===== src/rtl/nibble_serial_addsub_ctrl.sv =====
// Wide two's-complement add/subtract computed one nibble per clock on a single
// 4-bit ripple-carry slice, LSB nibble first, with a one-cycle done pulse.
module nibble_serial_addsub_ctrl #(
    parameter int NIBBLES = 4
) (
    input  logic                   clk,
    input  logic                   rst_n,
    input  logic                   start,
    input  logic                   mode,
    input  logic [4*NIBBLES-1:0]   a,
    input  logic [4*NIBBLES-1:0]   b,
    output logic                   busy,
    output logic                   done,
    output logic [4*NIBBLES-1:0]   result,
    output logic                   cout,
    output logic                   overflow
);
    localparam int W  = 4 * NIBBLES;
    localparam int IW = (NIBBLES > 1) ? $clog2(NIBBLES) : 1;

    typedef enum logic [1:0] {IDLE, RUN, DONE} state_t;

    state_t          state_reg;
    logic [IW-1:0]   idx_reg;
    logic            carry_reg;
    logic            mode_reg;
    logic [W-1:0]    a_reg;
    logic [W-1:0]    b_reg;
    logic [W-1:0]    partial_reg;

    logic [3:0]      a_n;
    logic [3:0]      b_n;
    logic [3:0]      sum_n;
    logic [4:0]      c;
    logic [W-1:0]    partial_next;
    logic            last;

    assign a_n  = a_reg[{idx_reg, 2'b00} +: 4];
    assign b_n  = b_reg[{idx_reg, 2'b00} +: 4] ^ {4{mode_reg}};
    assign c[0] = carry_reg;
    assign last = (idx_reg == IW'(NIBBLES - 1));

    // The shared 4-bit ripple-carry slice.
    generate
        for (genvar gi = 0; gi < 4; gi++) begin : g_slice
            assign sum_n[gi] = a_n[gi] ^ b_n[gi] ^ c[gi];
            assign c[gi+1]   = (a_n[gi] & b_n[gi]) | (c[gi] & (a_n[gi] ^ b_n[gi]));
        end
    endgenerate

    // Partial result with the current nibble merged, so the final edge can
    // publish the complete word in one step.
    always_comb begin
        partial_next = partial_reg;
        partial_next[{idx_reg, 2'b00} +: 4] = sum_n;
    end

    always_ff @(posedge clk or negedge rst_n) begin
        if (!rst_n) begin
            state_reg   <= IDLE;
            idx_reg     <= '0;
            carry_reg   <= 1'b0;
            mode_reg    <= 1'b0;
            a_reg       <= '0;
            b_reg       <= '0;
            partial_reg <= '0;
            busy        <= 1'b0;
            done        <= 1'b0;
            result      <= '0;
            cout        <= 1'b0;
            overflow    <= 1'b0;
        end else begin
            case (state_reg)
                IDLE: begin
                    done <= 1'b0;
                    if (start) begin
                        a_reg       <= a;
                        b_reg       <= b;
                        mode_reg    <= mode;
                        carry_reg   <= mode;
                        idx_reg     <= '0;
                        partial_reg <= '0;
                        busy        <= 1'b1;
                        state_reg   <= RUN;
                    end
                end
                RUN: begin
                    partial_reg <= partial_next;
                    carry_reg   <= c[4];
                    if (last) begin
                        idx_reg   <= '0;
                        result    <= partial_next;
                        cout      <= c[4];
                        overflow  <= (a_n[3] == b_n[3]) & (sum_n[3] != a_n[3]);
                        done      <= 1'b1;
                        state_reg <= DONE;
                    end else begin
                        idx_reg <= idx_reg + 1'b1;
                    end
                end
                DONE: begin
                    done      <= 1'b0;
                    busy      <= 1'b0;
                    state_reg <= IDLE;
                end
                default: begin
                    done      <= 1'b0;
                    busy      <= 1'b0;
                    state_reg <= IDLE;
                end
            endcase
        end
    end
endmodule


===== config.mk =====
export PLATFORM = sky130hd
export DESIGN_NAME = nibble_serial_addsub_ctrl
export DESIGN_NICKNAME = d
export VERILOG_FILES = /design/src/rtl/nibble_serial_addsub_ctrl.sv
export SDC_FILE = /design/constraint.sdc
export NUM_CORES = 1
export LEC_CHECK = 0
export CAP_MARGIN = 20
export CELL_PAD_IN_SITES_DETAIL_PLACEMENT = 0
export CELL_PAD_IN_SITES_GLOBAL_PLACEMENT = 2
export CORE_MARGIN = 10
export CORE_UTILIZATION = 39
export DETAILED_ROUTE_END_ITERATION = 16
export MAX_ROUTING_LAYER = met4
export PLACE_DENSITY_LB_ADDON = 0.15
export REMOVE_ABC_BUFFERS = 1
export SETUP_SLACK_MARGIN = 0.2
export SYNTH_ARGS = -nofsm -noshare
export SYNTH_HDL_FRONTEND = slang
export SYNTH_SLANG_ARGS = --single-unit

===== constraint.sdc =====
create_clock -name clk -period 7.1 [get_ports clk]
set_input_delay 1.42 -clock clk [delete_from_list [all_inputs] [get_ports clk]]
set_output_delay 1.42 -clock clk [all_outputs]
set_load 0.02 [all_outputs]

==> results of run 1 <==
## logic make-up after synthesis
group / count (synthesis)
DFF: 74
AOI/OAI and AO/OA: 62
and+or+nand+nor: 45
muxes: 41
buffers and inverters: 27
adders and majority gates: 11
xor gates and xnor gates: 5
## worst reg2reg max path: cells and delay by family (launching register included)
| family | cells | cell delay [ps] |
|---|---|---|
| compound gates | 1 | 260 |
| fa+ha+maj | 4 | 1660 |
| buf+inv | 2 | 330 |
| simple gates | 1 | 170 |
| flops | 1 | 330 |
| mux | 1 | 610 |
| xor+xnor | 1 | 180 |
## power by group
group	total (mW)	internal (mW)	switching, mW	leakage (nW)
Combinational	1.35	0.670	0.681	0.809
Sequential	0.713	0.597	0.115	0.936
Clock	0.386	0.226	0.160	0.119
## worst max path at each step
stage | end | slack, ps
detailed placement | partial_reg[7] | 3460
floorplan | partial_reg[11] | 3590
CTS | partial_reg[11] | 3440
global route | partial_reg[7] | 3270
global placement | partial_reg[15] | 3510
finish | partial_reg[7] | 3460
## per-stage QoR
stage | util [%] | total power, mW
2_1_floorplan | - | 1.65
3_5_place_dp | 47.1 | 2.10
4_1_cts | 49.9 | 2.49
5_1_grt | 49.9 | 2.63
3_3_place_gp | 47.1 | 2.09
6_report | 49.9 | 2.45
## Yosys cell counts (2+ instances only)
library cell / instances / area, um2
dfrtp_1: 74 / 1850
mux2_2: 33 / 372
nand2_1: 21 / 78.8
a22o_1: 13 / 114
a2bb2oi_1: 13 / 114
inv_1: 13 / 48.8
o21ai_0: 13 / 65.1
ha_1: 7 / 87.6
nor2_1: 7 / 26.3
a21o_1: 5 / 37.5
a21oi_1: 5 / 25.0
buf_2: 5 / 25.0
clkbuf_1: 5 / 18.8
a32o_1: 4 / 40.0
fa_1: 4 / 80.1
mux4_1: 4 / 105
mux4_2: 4 / 90.1
nor2b_1: 4 / 25.0
and4bb_2: 3 / 37.5
buf_4: 3 / 22.5
nand2b_1: 3 / 18.8
nand4bb_1: 3 / 33.8
o21ai_1: 3 / 15.0
xor2_1: 3 / 26.3
a221oi_1: 2 / 17.5
xnor2_1: 2 / 17.5
## per-layer routing
metal	wire length [um]	vias up	global-route usage [%]
met3	268	8	2.73
met2	3670	47	19.1
li1	-	1076	-
met1	3610	1133	15.7
met5	0	-	-
met4	99	0	5.26
## cell type report
| type | count | area share (%) |
|---|---|---|
| multi-input cells | 164 | 34.6 |
| inverters | 13 | 1.12 |
| clock buffers | 12 | 3.80 |
| clock inverters | 4 | 1.67 |
| flip-flops and latches | 74 | 42.6 |
| repair buffers | 58 | 13.1 |
| well taps | 108 | 3.11 |
==> impl_metrics.xml, run 1 <==
<?xml version="1.0" encoding="UTF-8"?>
<metrics>
  <group name="global_route">
    <metric name="maximum_number_of_pins_on_one_net_before_global_route_repair" unit="">75</metric>
    <metric name="track_usage" unit="%">12.5</metric>
    <metric name="grt.overflow.total" unit="">0</metric>
    <metric name="antenna_found_initial" unit="">0</metric>
    <metric name="wire_length_of_the_first_global_routing_pass" unit="mm">12.7</metric>
    <metric name="vias_in_the_first_global_route" unit="">2458</metric>
  </group>
  <group name="timing">
    <metric name="tightestPinTransition" unit="ps">931</metric>
    <metric name="fin_worst_hold_slack" unit="ps">479</metric>
    <metric name="final_hold_viol_count" unit="">0</metric>
    <metric name="setup_tns" unit="ps">0</metric>
    <metric name="drv_slew" unit="">0</metric>
    <metric name="setup_failing_eps_final" unit="">0</metric>
    <metric name="min_period_over_period" unit="%">51.2</metric>
    <metric name="finClkSkew" unit="ps">10.6</metric>
    <metric name="rsz0062_at_grt" unit="">false</metric>
    <metric name="maxSlewHeadroom" unit="%">37.9</metric>
    <metric name="post-route-min-period" unit="ps">3640</metric>
    <metric name="max_freq" unit="GHz">0.275</metric>
    <metric name="timing.final.ws_setup" unit="ps">3460</metric>
  </group>
  <group name="synthesis">
    <metric name="netlist_instances" unit="">265</metric>
    <metric name="synth_simple_gate_area_share" unit="%">7.45</metric>
    <metric name="synth_flop_cell" unit="">dfrtp_1</metric>
    <metric name="synth_enable_flop_cells" unit="">0</metric>
    <metric name="yosys.area_share.xor_xnor" unit="%">1.26</metric>
    <metric name="synth-seq-cells" unit="">74</metric>
    <metric name="synth.distinct_cells" unit="">35</metric>
    <metric name="synth.cell_area" unit="mm2">0.00348</metric>
    <metric name="synth_top_family_by_area" unit="">multiplexers</metric>
    <metric name="post_synth_fa_ha_maj_area_fraction" unit="%">4.82</metric>
    <metric name="synth.yosys.seq_area_share" unit="%">53.3</metric>
    <metric name="synth_mux_area_share" unit="%">16.3</metric>
    <metric name="synth_async_sr_flop_share" unit="%">100</metric>
    <metric name="synth_area_per_cell" unit="um2">13.1</metric>
    <metric name="yosys_warnings" unit="">0</metric>
    <metric name="synth-compound-area-share" unit="%">13.3</metric>
  </group>
  <group name="place">
    <metric name="hpwl" unit="mm">5.43</metric>
    <metric name="global_placer_s_final_weighted_congestion" unit="">0.743</metric>
    <metric name="port-buffer-count" unit="">55</metric>
    <metric name="dp.cells" unit="">417</metric>
    <metric name="dpl_worst_slack" unit="ps">3460</metric>
    <metric name="placed_cell_area" unit="mm2">0.00411</metric>
  </group>
  <group name="detailed_routing">
    <metric name="drt_pass1_iterations" unit="">4</metric>
    <metric name="routed_wirelength" unit="mm">7.65</metric>
    <metric name="drt_iter0_drc" unit="">74</metric>
    <metric name="drt-wirelength-per-cell" unit="um">17.7</metric>
    <metric name="ant_nets" unit="">0</metric>
    <metric name="drc" unit="">0</metric>
    <metric name="via_per_inst" unit="">5.23</metric>
    <metric name="dr_total_vias" unit="">2264</metric>
  </group>
  <group name="final_layout">
    <metric name="final_nets" unit="">367</metric>
    <metric name="nFillCells" unit="">801</metric>
    <metric name="commonest_non_fill_non_tap_cells_in_the_layout" unit="">74 x dfrtp_1, 54 x clkdlybuf4s50_1, 33 x mux2_2</metric>
    <metric name="fin_cells" unit="">433</metric>
    <metric name="diodes" unit="">0</metric>
    <metric name="area.growth.synth_to_final" unit="%">25.1</metric>
    <metric name="drive_gt1_share" unit="%">19.1</metric>
    <metric name="multi_input_area" unit="mm2">0.00151</metric>
    <metric name="layout_commonest_cell" unit="">dfrtp_1</metric>
    <metric name="seqCellArea" unit="mm2">0.00185</metric>
    <metric name="fin_area" unit="mm2">0.00435</metric>
  </group>
  <group name="clock_tree">
    <metric name="clkTransAtPathRegs" unit="ps">80</metric>
    <metric name="cts_num_sinks" unit="">74</metric>
    <metric name="postCtsHoldBufs" unit="">0</metric>
    <metric name="clkLatencyLatePin" unit="ps">350</metric>
    <metric name="ctsResizeCount" unit="">0</metric>
    <metric name="h-tree-depth" unit="">3</metric>
    <metric name="clock-root-buffer" unit="">clkbuf_8</metric>
    <metric name="clockBufferDepth" unit="">2</metric>
    <metric name="cts_setup_buffers" unit="">0</metric>
    <metric name="cts_tree" unit="">yes</metric>
    <metric name="total_clock_buffers_created_by_cts" unit="">9</metric>
  </group>
  <group name="worst_setup_path">
    <metric name="regToRegSetupSlack" unit="ps">3460</metric>
    <metric name="worst_path_arrival" unit="ps">3870</metric>
    <metric name="setup.worst_path.start_class" unit="">flop</metric>
    <metric name="critPathCaptureType" unit="">flop</metric>
    <metric name="worst-r2r-cell-count" unit="">10</metric>
    <metric name="critical_path.cell_chain" unit="">buf_4, mux4_1, xor2_1, fa_1, inv_1, fa_1, fa_1, fa_1, nor2_1, a22o_1</metric>
    <metric name="timing.rr.start" unit="">idx_reg[0]</metric>
    <metric name="critical-path-top-delay-family" unit="">adder cells</metric>
    <metric name="worstPathMaxFanout" unit="">22</metric>
    <metric name="slowest_stage" unit="">fa_1</metric>
    <metric name="worstSetupPathDepth" unit="">10</metric>
    <metric name="most_used_cell_cp" unit="">fa_1</metric>
    <metric name="worst-setup-path-type" unit="">reg -&gt; reg</metric>
    <metric name="critPathRequiredTime" unit="ps">7330</metric>
    <metric name="critical_path.max_stage_delay" unit="ps">690</metric>
    <metric name="worstPathBufferInverterCount" unit="">2</metric>
    <metric name="rr_endpoint" unit="">partial_reg[7]</metric>
    <metric name="cp_launch_point" unit="">idx_reg[0]</metric>
  </group>
  <group name="power_and_ir_drop">
    <metric name="largest_voltage_drop_on_the_vdd_net" unit="mV">0.233</metric>
    <metric name="pwr_density_cell" unit="mW/mm2">563</metric>
    <metric name="leakagePower" unit="nW">1.86</metric>
  </group>
  <group name="die">
    <metric name="floorplan.rows" unit="">34</metric>
    <metric name="die_w" unit="um">114</metric>
    <metric name="placeableCoreArea" unit="mm2">0.00872</metric>
    <metric name="initial_utilization" unit="%">39.9</metric>
    <metric name="ioPinCount" unit="">56</metric>
    <metric name="floorplan.die_area" unit="mm2">0.0131</metric>
    <metric name="die_y" unit="um">114</metric>
  </group>
  <group name="worst_hold_path">
    <metric name="hold_path_class" unit="">reg -&gt; reg</metric>
    <metric name="hold_path_end" unit="">result[6]</metric>
    <metric name="worstHoldPathCells" unit="">2</metric>
    <metric name="min-delay-start" unit="">result[6]</metric>
  </group>
  <group name="run">
    <metric name="max_cap_violations" unit="">0</metric>
  </group>
  <group name="outcome">
    <metric name="status" unit="">finished, final reports clean</metric>
  </group>
</metrics>
(Power assumes the default switching activity.)
==> inputs of run 2 (changes only) <==
- CORE_UTILIZATION: 39 -> 36
- clock period: 7.1 -> 3.65 ns (I/O delays scaled with it)
==> impl_metrics.xml, run 2 (synthesis gave the netlist of run 1 again) <==
<?xml version="1.0" encoding="UTF-8"?>
<metrics>
  <group name="outcome">
    <metric name="status" unit="">finished, final reports clean</metric>
  </group>
  <group name="detailed_routing">
    <metric name="drc" unit="">0</metric>
    <metric name="ant_nets" unit="">0</metric>
    <metric name="routed_wirelength" unit="mm">8.03</metric>
    <metric name="via_per_inst" unit="">5.03</metric>
    <metric name="drt-wirelength-per-cell" unit="um">17.5</metric>
    <metric name="drt_iter0_drc" unit="">86</metric>
    <metric name="dr_total_vias" unit="">2302</metric>
    <metric name="drt_pass1_iterations" unit="">4</metric>
  </group>
  <group name="worst_setup_path">
    <metric name="critPathCaptureType" unit="">flop</metric>
    <metric name="critical_path.max_stage_delay" unit="ps">650</metric>
    <metric name="worstPathMaxFanout" unit="">6</metric>
    <metric name="worstSetupPathDepth" unit="">9</metric>
    <metric name="critical_path.cell_chain" unit="">mux4_1, xor2_1, fa_1, inv_1, fa_1, fa_1, fa_2, nor2_1, a22o_1</metric>
    <metric name="worst-setup-path-type" unit="">reg -&gt; reg</metric>
    <metric name="worst_path_arrival" unit="ps">3540</metric>
    <metric name="slowest_stage" unit="">fa_2</metric>
    <metric name="worstPathBufferInverterCount" unit="">1</metric>
    <metric name="worst-r2r-cell-count" unit="">9</metric>
    <metric name="critical-path-top-delay-family" unit="">adder cells</metric>
    <metric name="most_used_cell_cp" unit="">fa_1</metric>
    <metric name="critPathRequiredTime" unit="ps">3890</metric>
    <metric name="setup.worst_path.start_class" unit="">flop</metric>
  </group>
  <group name="clock_tree">
    <metric name="clkLatencyLatePin" unit="ps">350</metric>
    <metric name="total_clock_buffers_created_by_cts" unit="">9</metric>
    <metric name="clock-root-buffer" unit="">clkbuf_8</metric>
    <metric name="clockBufferDepth" unit="">2</metric>
    <metric name="h-tree-depth" unit="">3</metric>
    <metric name="clkTransAtPathRegs" unit="ps">80</metric>
    <metric name="cts_tree" unit="">yes</metric>
    <metric name="cts_num_sinks" unit="">74</metric>
  </group>
  <group name="timing">
    <metric name="setup_tns" unit="ps">0</metric>
    <metric name="max_freq" unit="GHz">0.303</metric>
    <metric name="setup_failing_eps_final" unit="">0</metric>
    <metric name="min_period_over_period" unit="%">90.4</metric>
    <metric name="maxSlewHeadroom" unit="%">35.9</metric>
    <metric name="final_hold_viol_count" unit="">0</metric>
    <metric name="finClkSkew" unit="ps">8.69</metric>
    <metric name="rsz0062_at_grt" unit="">false</metric>
    <metric name="fin_worst_hold_slack" unit="ps">480</metric>
    <metric name="drv_slew" unit="">0</metric>
    <metric name="post-route-min-period" unit="ps">3300</metric>
    <metric name="tightestPinTransition" unit="ps">962</metric>
  </group>
  <group name="run">
    <metric name="max_cap_violations" unit="">0</metric>
  </group>
  <group name="global_route">
    <metric name="wire_length_of_the_first_global_routing_pass" unit="mm">13.3</metric>
    <metric name="antenna_found_initial" unit="">0</metric>
    <metric name="grt.overflow.total" unit="">0</metric>
    <metric name="track_usage" unit="%">12.1</metric>
    <metric name="vias_in_the_first_global_route" unit="">2479</metric>
    <metric name="maximum_number_of_pins_on_one_net_before_global_route_repair" unit="">75</metric>
  </group>
  <group name="die">
    <metric name="ioPinCount" unit="">56</metric>
    <metric name="placeableCoreArea" unit="mm2">0.00933</metric>
    <metric name="die_y" unit="um">118</metric>
    <metric name="die_w" unit="um">118</metric>
    <metric name="floorplan.rows" unit="">35</metric>
    <metric name="initial_utilization" unit="%">37.3</metric>
    <metric name="floorplan.die_area" unit="mm2">0.0140</metric>
  </group>
  <group name="final_layout">
    <metric name="area.growth.synth_to_final" unit="%">26.2</metric>
    <metric name="fin_cells" unit="">458</metric>
    <metric name="final_nets" unit="">371</metric>
    <metric name="layout_commonest_cell" unit="">dfrtp_1</metric>
    <metric name="nFillCells" unit="">865</metric>
    <metric name="diodes" unit="">0</metric>
    <metric name="drive_gt1_share" unit="%">20.1</metric>
    <metric name="commonest_non_fill_non_tap_cells_in_the_layout" unit="">74 x dfrtp_1, 54 x clkdlybuf4s50_1, 33 x mux2_2</metric>
  </group>
  <group name="place">
    <metric name="global_placer_s_final_weighted_congestion" unit="">0.769</metric>
    <metric name="port-buffer-count" unit="">55</metric>
    <metric name="dp.cells" unit="">439</metric>
    <metric name="hpwl" unit="mm">5.71</metric>
  </group>
  <group name="power_and_ir_drop">
    <metric name="leakagePower" unit="nW">1.87</metric>
    <metric name="largest_voltage_drop_on_the_vdd_net" unit="mV">0.723</metric>
    <metric name="pwr_density_cell" unit="mW/mm2">1140</metric>
  </group>
  <group name="worst_hold_path">
    <metric name="worstHoldPathCells" unit="">2</metric>
    <metric name="hold_path_class" unit="">reg -&gt; reg</metric>
  </group>
</metrics>
## run 2: worst paths after layout
kind                             from         endpoint  slack (ps)
setup / recovery           idx_reg[0]  partial_reg[11]         350
hold / removal              result[5]        result[5]         480
setup reg to reg           idx_reg[0]  partial_reg[11]         350
hold reg to reg             result[5]        result[5]         480
min in group asynchronous       rst_n       result[11]         490
max in group asynchronous       rst_n         a_reg[2]        2490
## run 2: layout make-up
type,count,area [um2],share of cell area (%)
clock inverter,6,91.3,2.08
clock buffer,10,128,2.91
timing repair buffer,62,601,13.7
sequential,74,1850,42.2
multi-input combinational,164,1510,34.4
inverter,13,48.8,1.11
tap,129,161,3.68
## run 2: worst min-delay path, cell delays in order, from the launching register on
cell and delay (ps):
dfrtp_1 350, nand2_1 40, o21ai_0 60
## run 2: timing repair
action	4_1_cts	5_1_grt
buffers inserted	0	3
gates resized for setup	0	1
setup endpoints to repair	0	7
hold buffers	0	0
endpoints found under the hold margin	0	0
## run 2: per-layer routing
layer  up-vias  track usage [%]  share of wire [%]
li1       1088                -                  -
met3         9             3.52                3.5
met4         0             3.25                1.1
met1      1163             14.7                 46
met2        42             19.2                 49
met5         -                -                  0
## run 2: metrics by stage
step,worst slack [ps],util (%),instance area [um2],power [mW]
floorplan,135,-,3400,3.22
detailed placement,261,44.4,4150,4.17
global route,205,47.1,4390,5.34
finish,351,47.1,4390,4.99
global placement,301,44.4,4150,4.14
CTS,260,46.8,4360,4.90
## run 2: power breakdown
| part | internal, mW | switching (mW) |
|---|---|---|
| Combinational | 1.45 | 1.46 |
| Sequential | 1.16 | 0.212 |
| Clock | 0.388 | 0.319 |
| Total | 3.00 | 1.99 |
==> inputs of run 3 (changes only) <==
- PLACE_DENSITY: unset -> 0.81
- PLACE_DENSITY_LB_ADDON: 0.15 -> unset
==> impl_metrics.xml, run 3 (synthesis gave the netlist of run 1 again) <==
<?xml version="1.0" encoding="UTF-8"?>
<metrics>
  <group name="timing">
    <metric name="maxSlewHeadroom" unit="%">38.0</metric>
    <metric name="post-route-min-period" unit="ps">3300</metric>
    <metric name="rsz0062_at_grt" unit="">false</metric>
    <metric name="tightestPinTransition" unit="ps">930</metric>
    <metric name="drv_slew" unit="">0</metric>
    <metric name="finClkSkew" unit="ps">7.92</metric>
    <metric name="min_period_over_period" unit="%">90.4</metric>
    <metric name="final_hold_viol_count" unit="">0</metric>
    <metric name="fin_worst_hold_slack" unit="ps">477</metric>
    <metric name="setup_tns" unit="ps">0</metric>
    <metric name="setup_failing_eps_final" unit="">0</metric>
    <metric name="max_freq" unit="GHz">0.303</metric>
  </group>
  <group name="power_and_ir_drop">
    <metric name="power.switching" unit="mW">1.87</metric>
    <metric name="p_int" unit="mW">2.88</metric>
    <metric name="power_frac_seq" unit="%">29.1</metric>
    <metric name="clockPowerShare" unit="%">14.5</metric>
    <metric name="comb_power_share" unit="%">56.4</metric>
    <metric name="largest_voltage_drop_on_the_vdd_net" unit="mV">0.661</metric>
    <metric name="totalPowerFinal" unit="mW">4.75</metric>
    <metric name="leakagePower" unit="nW">1.86</metric>
    <metric name="pwr_density_cell" unit="mW/mm2">1090</metric>
    <metric name="p_sw_share" unit="%">39.5</metric>
  </group>
  <group name="final_layout">
    <metric name="area.growth.synth_to_final" unit="%">25.8</metric>
    <metric name="diodes" unit="">0</metric>
    <metric name="nFillCells" unit="">861</metric>
    <metric name="layout_commonest_cell" unit="">dfrtp_1</metric>
    <metric name="final_nets" unit="">369</metric>
    <metric name="drive_gt1_share" unit="%">19.6</metric>
    <metric name="fin_area" unit="mm2">0.00437</metric>
    <metric name="commonest_non_fill_non_tap_cells_in_the_layout" unit="">74 x dfrtp_1, 54 x clkdlybuf4s50_1, 33 x mux2_2</metric>
  </group>
  <group name="place">
    <metric name="placed_cell_area" unit="mm2">0.00415</metric>
    <metric name="hpwl" unit="mm">5.48</metric>
    <metric name="port-buffer-count" unit="">55</metric>
    <metric name="global_placer_s_final_weighted_congestion" unit="">0.818</metric>
  </group>
  <group name="worst_setup_path">
    <metric name="worstPathMaxFanout" unit="">21</metric>
    <metric name="worst-r2r-cell-count" unit="">8</metric>
    <metric name="critPathCaptureType" unit="">flop</metric>
    <metric name="worst-setup-path-type" unit="">reg -&gt; reg</metric>
    <metric name="timing.rr.start" unit="">idx_reg[0]</metric>
    <metric name="rr_endpoint" unit="">partial_reg[11]</metric>
    <metric name="worst_path_arrival" unit="ps">3540</metric>
    <metric name="critPathRequiredTime" unit="ps">3890</metric>
    <metric name="regToRegSetupSlack" unit="ps">350</metric>
    <metric name="setup.worst_path.start_class" unit="">flop</metric>
  </group>
  <group name="global_route">
    <metric name="track_usage" unit="%">11.4</metric>
    <metric name="maximum_number_of_pins_on_one_net_before_global_route_repair" unit="">75</metric>
    <metric name="grt_use_met1" unit="%">14.8</metric>
    <metric name="vias_in_the_first_global_route" unit="">2469</metric>
    <metric name="antenna_found_initial" unit="">0</metric>
    <metric name="grt.overflow.total" unit="">0</metric>
    <metric name="wire_length_of_the_first_global_routing_pass" unit="mm">12.8</metric>
    <metric name="met2_usage" unit="%">16.9</metric>
    <metric name="grt_busiest_layer" unit="">met2</metric>
    <metric name="grt.met3_usage" unit="%">3.71</metric>
  </group>
  <group name="detailed_routing">
    <metric name="dr_total_vias" unit="">2275</metric>
    <metric name="drt_pass1_iterations" unit="">4</metric>
    <metric name="drt_iter0_drc" unit="">98</metric>
    <metric name="drt-wirelength-per-cell" unit="um">16.7</metric>
    <metric name="ant_nets" unit="">0</metric>
    <metric name="via_per_inst" unit="">5.00</metric>
    <metric name="drc" unit="">0</metric>
    <metric name="routed_wirelength" unit="mm">7.60</metric>
  </group>
  <group name="die">
    <metric name="placeableCoreArea" unit="mm2">0.00933</metric>
    <metric name="die_w" unit="um">118</metric>
    <metric name="initial_utilization" unit="%">37.3</metric>
    <metric name="floorplan.die_area" unit="mm2">0.0140</metric>
    <metric name="ioPinCount" unit="">56</metric>
    <metric name="die_y" unit="um">118</metric>
    <metric name="floorplan.rows" unit="">35</metric>
  </group>
  <group name="clock_tree">
    <metric name="clkTransAtPathRegs" unit="ps">70</metric>
    <metric name="clock-root-buffer" unit="">clkbuf_8</metric>
    <metric name="clockBufferDepth" unit="">2</metric>
    <metric name="cts_num_sinks" unit="">74</metric>
    <metric name="clkLatencyLatePin" unit="ps">350</metric>
    <metric name="cts_setup_buffers" unit="">0</metric>
    <metric name="h-tree-depth" unit="">3</metric>
    <metric name="total_clock_buffers_created_by_cts" unit="">9</metric>
    <metric name="cts_tree" unit="">yes</metric>
  </group>
  <group name="worst_hold_path">
    <metric name="hold_path_end" unit="">result[5]</metric>
    <metric name="worstHoldPathCells" unit="">2</metric>
    <metric name="hold_path_class" unit="">reg -&gt; reg</metric>
    <metric name="min-delay-start" unit="">result[5]</metric>
  </group>
  <group name="outcome">
    <metric name="status" unit="">finished, final reports clean</metric>
  </group>
  <group name="run">
    <metric name="max_cap_violations" unit="">0</metric>
  </group>
</metrics>
-- run 3: cell count changes in the layout (fill, tap and decap cells not counted) --
cell / change
clkinvlp_4: +2
clkbuf_1: -1
buf_6: +1
clkinv_4: -1
buf_4: -4
buf_2: +1
clkinv_2: -1
-- run 3: metrics by stage --
step,utilization (%),setup WS [ps],instances
after floorplan,-,135,251
after global placement,44.5,273,440
after detailed placement,44.5,190,440
after CTS,46.8,250,455
after global routing,46.9,224,455
final,46.9,350,455
-- run 3: worst max-delay path by stage --
stage / from / endpoint / slack, ps / cells past startpoint
floorplan: idx_reg[0] / partial_reg[11] / 140 / 9
global placement: idx_reg[0] / partial_reg[7] / 270 / 8
detailed placement: idx_reg[0] / partial_reg[11] / 190 / 8
CTS: idx_reg[0] / partial_reg[11] / 250 / 8
global route: idx_reg[0] / partial_reg[11] / 220 / 8
finish: idx_reg[0] / partial_reg[11] / 350 / 8
-- run 3: critical path, stage by stage, from the launching register on --
cell     delay (ps)
dfrtp_1         370
buf_6           230
mux4_1          600
xnor2_1         160
fa_1            430
fa_1            390
fa_2            640
nor2_1          120
a22o_1          250
-- run 3: repair_timing --
action,CTS,global route
setup endpoints to repair,3,5
hold buffers,0,0
resized for setup,1,1
-- run 3: power by group through the flow --
stage	clock (mW)	sequential (mW)	combinational, mW
5_1_grt	0.748	1.43	2.91
4_1_cts	0.716	1.39	2.72
3_5_place_dp	0	1.40	2.69
6_report	0.690	1.38	2.68
2_1_floorplan	0	1.45	1.77
3_3_place_gp	0	1.39	2.67
-- run 3: routing by layer --
metal  wire (um)  vias up
met5           0        -
met4          62        0
met3         427        7
met2        3550       68
met1        3560     1122
li1            -     1078
-- run 3: layout make-up --
type | count | area (um2) | share of cell area [%]
Tap cell | 129 | 161 | 3.69
Timing Repair Buffer | 60 | 587 | 13.4
Clock inverter | 6 | 92.6 | 2.12
Sequential cell | 74 | 1850 | 42.3
Clock buffer | 9 | 124 | 2.83
Inverter | 13 | 48.8 | 1.12
Multi-Input combinational cell | 164 | 1510 | 34.5
==> patch, RTL diff (settings of run 2) <==
Change the parameter `NIBBLES` from 4 to 8.
--- a/src/rtl/nibble_serial_addsub_ctrl.sv
+++ b/src/rtl/nibble_serial_addsub_ctrl.sv
@@ -3,3 +3,3 @@
 module nibble_serial_addsub_ctrl #(
-    parameter int NIBBLES = 4
+    parameter int NIBBLES = 8
 ) (
Interface: changed (resized a, b and result); port bits go from 56 to 104. The function was not compared with the original's and may differ.
==> patch against run 2 <==
Sequential share of layout area down 1.6 points; design area is 95% higher; routed wire length grew 99%; hold slack worse by 0.17 ns; area after synthesis up 87%; critical path type unchanged; count of clock-buffer cells in the layout up 9; setup slack lost 0.22 ns; largest cell class unchanged; via count rose by 89%; sequential cell count grew 65; synthesized cell count grew 92%.
Power is not shown: default switching activity piles up to over one toggle a cycle in this logic, so the estimate is an artifact.
==> patch: results (changes against run 2) <==
status=completed; Port-buffer cells=103 (+87%); R2R depth=11 (+2); layout cells sized above 1=0.271 (+0.0708); post-CTS resize count=10 (+10); Initial DRC Count=211 (+150%); HP Class=in2async; Total GRT Usage=0.142 (+0.0213); Avg Inst Size Synth=12.8 um^2 (-2.8%); top cells by count, synth=dfrtp_1, mux2_2, nand2_1; Tcrit/Tclk final=0.965 (+0.0613); worst-path fanout max=4 (-2); initial antenna violation count=1 (+1); gp weighted congestion=0.778 (+1.2%); Clk Latency, worst-skew pair=0.42 ns (+0.07 ns); Max stage delay on crit path=0.63 ns (-0.02 ns); largest net degree at the start of global routing=70 (-6.7%); post-synth cell types=39 (+11%); pre-CTS WS=-0.157 ns (-0.417 ns); reg2reg setup slack=0.13 ns (-0.22 ns); Root Buffer=clkbuf_16; GRT met3 Usage=0.0441 (+0.00887); Total Wirelength=16.0 mm (+99%); clk_skew=0.0108 ns (+0.00216 ns); largest cells by area after synthesis=dfrtp_1, mux2_2, mux4_2, a22o_1, mux2i_1; Post-CTS Repair Setup Buffers=1 (+1); non-filler instance count after layout=860 (+88%); WHS=0.314 ns (-0.166 ns); reg2reg end=partial_reg[19]$_DFFE_PN0P_; clock-pin slew on the worst setup and hold paths=0.06 ns (-0.02 ns); GRT met2 Usage=0.218 (+0.0268); Net count, final=695 (+87%); cts bufs inserted=17 (+8)
-- patch: cell types whose count changed after synthesis, sizes merged, moves of 4 or more --
cell     change
a21oi        -4
o21a        +12
a2bb2oi     -13
dfrtp       +65
o21ai       +32
clkbuf      +17
buf          +4
mux2i       +27
nand2       +34
a22o        +20
mux2        +48
a21o         -5
mux4         +8
-- patch: cells by family (layout without fill, tap and decap cells) --
family                   after synthesis  in the layout  synth area share
flip-flops                           139            139             0.535
multiplexers                         124            124             0.239
AO/OA/AOI/OAI                        103            103             0.107
AND/OR/NAND/NOR                       82             82            0.0598
buffers and inverters                 48            168            0.0306
adder cells (fa/ha/maj)                9              9            0.0219
XOR/XNOR                               5              5           0.00673
other                                  0              1                 0
-- patch: layout make-up --
cell class | instances | share of cell area
clock buffer | 19 | 0.0529
antenna | 1 | 0.000292
sequential | 139 | 0.406
multi-input combinational | 323 | 0.337
timing repair buffer | 124 | 0.142
inverter | 13 | 0.00570
clock inverter | 12 | 0.0228
tap | 229 | 0.0335
